===== src/rtl/uart_tx.sv =====
// UART transmitter: serialises one DATA_WIDTH-bit word per accepted request as
// start, data (LSB first), optional parity and one stop bit, Prescale clocks per bit.
module uart_tx #(
    parameter int DATA_WIDTH = 8
) (
    input  logic                  CLK,
    input  logic                  RST,
    input  logic [DATA_WIDTH-1:0] P_DATA,
    input  logic                  Data_Valid,
    input  logic                  PAR_EN,
    input  logic                  PAR_TYP,
    input  logic [5:0]            Prescale,
    output logic                  TX_OUT,
    output logic                  Busy
);

    localparam int CW = (DATA_WIDTH > 1) ? $clog2(DATA_WIDTH) : 1;
    localparam logic [CW-1:0] LAST_BIT = CW'(DATA_WIDTH - 1);

    localparam logic [2:0] IDLE   = 3'd0;
    localparam logic [2:0] START  = 3'd1;
    localparam logic [2:0] DATA   = 3'd2;
    localparam logic [2:0] PARITY = 3'd3;
    localparam logic [2:0] STOP   = 3'd4;

    logic [2:0]            state_q,  state_d;
    logic                  tx_q,     tx_d;
    logic                  busy_q,   busy_d;
    logic [5:0]            cnt_q,    cnt_d;
    logic [CW-1:0]         bit_q,    bit_d;
    logic [DATA_WIDTH-1:0] shift_q,  shift_d;
    logic                  par_en_q, par_en_d;
    logic                  par_q,    par_d;
    logic [5:0]            presc_q,  presc_d;

    logic                  last_s;
    logic [5:0]            reload_s;

    // Prescale of 0 wraps the reload to 63, giving a 64-cycle bit.
    assign last_s   = (cnt_q == 6'd0);
    assign reload_s = presc_q - 6'd1;

    // Next-state and datapath computation for the frame sequencer.
    always_comb begin
        state_d  = state_q;
        tx_d     = tx_q;
        busy_d   = busy_q;
        cnt_d    = cnt_q;
        bit_d    = bit_q;
        shift_d  = shift_q;
        par_en_d = par_en_q;
        par_d    = par_q;
        presc_d  = presc_q;
        case (state_q)
            IDLE: begin
                tx_d   = 1'b1;
                busy_d = 1'b0;
                if (Data_Valid && !busy_q) begin
                    shift_d  = P_DATA;
                    par_en_d = PAR_EN;
                    par_d    = (^P_DATA) ^ PAR_TYP;
                    presc_d  = Prescale;
                    cnt_d    = Prescale - 6'd1;
                    bit_d    = '0;
                    tx_d     = 1'b0;
                    busy_d   = 1'b1;
                    state_d  = START;
                end else begin
                    cnt_d = 6'd0;
                end
            end
            START: begin
                if (last_s) begin
                    state_d = DATA;
                    tx_d    = shift_q[0];
                    shift_d = {1'b0, shift_q[DATA_WIDTH-1:1]};
                    bit_d   = '0;
                    cnt_d   = reload_s;
                end else begin
                    cnt_d = cnt_q - 6'd1;
                end
            end
            DATA: begin
                if (last_s) begin
                    cnt_d = reload_s;
                    if (bit_q == LAST_BIT) begin
                        if (par_en_q) begin
                            state_d = PARITY;
                            tx_d    = par_q;
                        end else begin
                            state_d = STOP;
                            tx_d    = 1'b1;
                        end
                    end else begin
                        tx_d    = shift_q[0];
                        shift_d = {1'b0, shift_q[DATA_WIDTH-1:1]};
                        bit_d   = bit_q + CW'(1);
                    end
                end else begin
                    cnt_d = cnt_q - 6'd1;
                end
            end
            PARITY: begin
                if (last_s) begin
                    state_d = STOP;
                    tx_d    = 1'b1;
                    cnt_d   = reload_s;
                end else begin
                    cnt_d = cnt_q - 6'd1;
                end
            end
            STOP: begin
                if (last_s) begin
                    state_d = IDLE;
                    tx_d    = 1'b1;
                    busy_d  = 1'b0;
                    cnt_d   = 6'd0;
                end else begin
                    cnt_d = cnt_q - 6'd1;
                end
            end
            default: begin
                state_d = IDLE;
                tx_d    = 1'b1;
                busy_d  = 1'b0;
                cnt_d   = 6'd0;
            end
        endcase
    end

    // State registers; reset aborts any frame and returns the line high.
    always_ff @(posedge CLK or posedge RST) begin
        if (RST) begin
            state_q  <= IDLE;
            tx_q     <= 1'b1;
            busy_q   <= 1'b0;
            cnt_q    <= 6'd0;
            bit_q    <= '0;
            shift_q  <= '0;
            par_en_q <= 1'b0;
            par_q    <= 1'b0;
            presc_q  <= 6'd0;
        end else begin
            state_q  <= state_d;
            tx_q     <= tx_d;
            busy_q   <= busy_d;
            cnt_q    <= cnt_d;
            bit_q    <= bit_d;
            shift_q  <= shift_d;
            par_en_q <= par_en_d;
            par_q    <= par_d;
            presc_q  <= presc_d;
        end
    end

    assign TX_OUT = tx_q;
    assign Busy   = busy_q;

endmodule


===== config.mk =====
export PLATFORM = sky130hd
export DESIGN_NAME = uart_tx
export DESIGN_NICKNAME = d
export VERILOG_FILES = /design/src/rtl/uart_tx.sv
export SDC_FILE = /design/constraint.sdc
export NUM_CORES = 1
export LEC_CHECK = 0
export CAP_MARGIN = 15
export CORE_MARGIN = 10
export CORE_UTILIZATION = 50
export DETAILED_ROUTE_END_ITERATION = 16
export GPL_ROUTABILITY_DRIVEN = 0
export PLACE_DENSITY_LB_ADDON = 0.15
export SLEW_MARGIN = 20
export SYNTH_ARGS = -nofsm -noshare
export SYNTH_HDL_FRONTEND = slang
export SYNTH_SLANG_ARGS = --single-unit

===== constraint.sdc =====
create_clock -name CLK -period 4.1 [get_ports CLK]
set_input_delay 0.41 -clock CLK [delete_from_list [all_inputs] [get_ports CLK]]
set_output_delay 0.41 -clock CLK [all_outputs]
set_load 0.005 [all_outputs]

==> results.toml <==
[synth]
async_flop_share_pct = 100.0
syn-cell-area_sq_um = 1833
yosysWarnings = 0
yosysTopAreaCell = "dfrtp_1"
synthFlopType = "dfrtp_1"
syn_avg_cell_area_sq_um = 9.647
synth_most_common_cell = "nand2_1"
synthDominantCellAreaShare_pct = 39.59
synth_seq_cells = 30
synth_cell_type_count = 43
syn_inst = 190
synth_fp_nets = 215
synthTopCellsByCount = "31 x nand2_1, 29 x dfrtp_1, 18 x nor2_1, 16 x xnor2_1, 13 x inv_1"
yosysSeqAreaShare_pct = 41.02
synth-edff-count = 0
post_synth_main_area_contributors = "dfrtp_1 40%, xnor2_1 7.6%, nand2_1 6.3%"

[critical_path]
critical-path-max-stage-delay_ps = 540
rrSetupSlack_ps = 2000
end_kind = "flip-flop"
worst_r2r_path_depth = 7
critPathTopFamily = "compound AO/OA/AOI/OAI gates"
cp.required_ps = 4300
cp.arrival_ps = 2300
crit_cells = 7
criticalPathCategory = "flip-flop to flip-flop"
startpoint_type = "flip-flop"
cp_max_fo = 19
crit_top_cell = "ha_1"
cp_num_buf_inv = 0
crit_chain = "ha_1 > ha_1 > nor3b_2 > o2111ai_2 > a21oi_4 > nand3b_1 > o21ai_0"
crit_path_top_delay_cell = "a21oi_4"

[pwr]
ir_drop_mv = 0.1789
power.static_leakage_uw = 0.0009220
powerDensity_nw_per_um2 = 280.9

[routing]
drt_iter0_markers = 77
drc = 0
wl_um = 3635
viasPerCell = 5.283
vias = 1363
drtPass1Iterations = 4
postRouteAntennaNets = 0
wl_per_cell_um = 14.09

[cts]
cts_sinks = 30
cts_root_buf = "clkbuf_8"
cts_tree = "built"
clk-insertion-delay-late_ps = 280
cts_hold_buf = 0
cts_max_level = 2
cts_resized = 0
clk_path_buf_depth = 2
clkTransAtPathRegs_ps = 60
cts_buffers = 5
post_cts_buffers = 0

[floorplan]
fp.dieArea_sq_um = 6488
num_rows = 21
dieHeight_um = 80.55
start_util_pct = 53.25
ioPinCount = 21
fp.dieW_um = 80.55
core_area_sq_um = 3442

[global_routing]
grt_pass1_wl_um = 6479
grt_start_max_net_pins = 31
grtUsageTotal_pct = 12.49
antenna_found_initial = 0
first_global_vias = 1408
grt-ovfl-total = 0

[sta]
fin_crit_sh_pct = 51.28
fin_crit_ps = 2103
setup_viol = 0
drv_slew = 0
slew_headroom_pct = 53.65
tns_ps = 0
hold_ws_ps = 493.2
fmax_ghz = 0.4756
grt_setup_unrepaired = "no"
finClkSkew_ps = 4.476
final-hold-violation-count = 0
worst_pin_slew_ps = 692.6

[flow_run]
drv_cap = 0

[placement]
placed_area_sq_um = 2038
dpl.hpwl_um = 2841
portBuffers = 20

[finish]
drive_gt1_share_pct = 14.62
nets = 236
n_fill_cell = 314
utilization_pct = 61.87
diodes = 0
syn_to_final_growth_pct = 16.18
final_cell_area_sq_um = 2130

[run_status]
status = "finished, final reports clean"

[min_path]
holdPathStages = 1
hold_class = "flip-flop to flip-flop"
per-layer routing:
| layer | routed length [um] | share of wire (%) | global-route usage [%] | vias up |
|---|---|---|---|---|
| met5 | 0 | 0 | 0 | - |
| met4 | 72 | 2.0 | 5.282 | 0 |
| met3 | 143 | 3.9 | 4.232 | 9 |
| met2 | 1693 | 47 | 18.87 | 28 |
| met1 | 1725 | 47 | 15.77 | 640 |
| li1 | - | - | - | 686 |
logic make-up after synthesis:
kind of cell | share of synthesized area, %
AOI/OAI and AO/OA | 16.45
xor gates and xnor gates | 10.03
adders and majority gates | 4.095
buffers and inverters | 5.529
DFF | 41.02
muxes | 3.823
and+or+nand+nor | 19.04
state kept, by name (all words and copies together) (netlist names):
| register | count |
|---|---|
| par_q | 1 |
| par_en_q | 1 |
| cnt_q | 6 |
| bit_q | 3 |
| presc_q | 6 |
| state_q | 3 |
| Busy | 1 |
| shift_q | 8 |
| TX_OUT | 1 |
cells in the final DEF (no fill, tap or decap), types with 5 or more instances in the layout:
| master | n |
|---|---|
| o21ai_0 | 9 |
| inv_1 | 12 |
| mux2i_1 | 7 |
| xor2_1 | 5 |
| xnor2_1 | 16 |
| nor2_1 | 18 |
| clkdlybuf4s50_1 | 20 |
| a21oi_2 | 8 |
| clkbuf_8 | 6 |
| ha_1 | 6 |
| nand2_1 | 31 |
| dfrtp_1 | 29 |
worst reg2reg max path, stage by stage (launching register included):
cell and delay, ps:
dfrtp_1 400, ha_1 210, ha_1 270, nor3b_2 220, o2111ai_2 150, a21oi_4 540, nand3b_1 130, o21ai_0 100
final timing paths:
path                                                to                  from
worst max-delay path            shift_q[7]$_DFFE_PP0P_  bit_q[0]$_DFFE_PP0P_
worst min-delay path              bit_q[0]$_DFFE_PP0P_  bit_q[0]$_DFFE_PP0P_
max in group asynchronous       state_q[0]$_DFFE_PP0P_                   RST
min in group asynchronous       shift_q[6]$_DFFE_PP0P_                   RST
worst max register to register  shift_q[7]$_DFFE_PP0P_  bit_q[0]$_DFFE_PP0P_
worst min register to register    bit_q[0]$_DFFE_PP0P_  bit_q[0]$_DFFE_PP0P_
layout make-up:
cell class / instances / area, sq um / area share (%)
timing repair buffer: 20 / 200.2 / 9.401
clock inverter: 1 / 5.005 / 0.2350
tap: 46 / 57.56 / 2.703
clock buffer: 7 / 86.33 / 4.054
inverter: 13 / 48.80 / 2.291
sequential: 30 / 752.0 / 35.31
multi-input combinational: 141 / 979.7 / 46.00
through the flow:
step | setup WS (ps) | power [uW] | cells
after floorplan | 2322 | 338.3 | 190
after global placement | 2107 | 363.7 | 250
after detailed placement | 2002 | 365.1 | 250
after CTS | 1991 | 606.1 | 258
after global routing | 1773 | 627.5 | 258
final | 1997 | 598.3 | 258
where the power goes:
group          internal [uW]  total, uW  switching, uW
clock network            135        239            104
logic                   31.7       56.4           24.8
registers                300        302           2.24
Power figures use the tool's default switching activity.
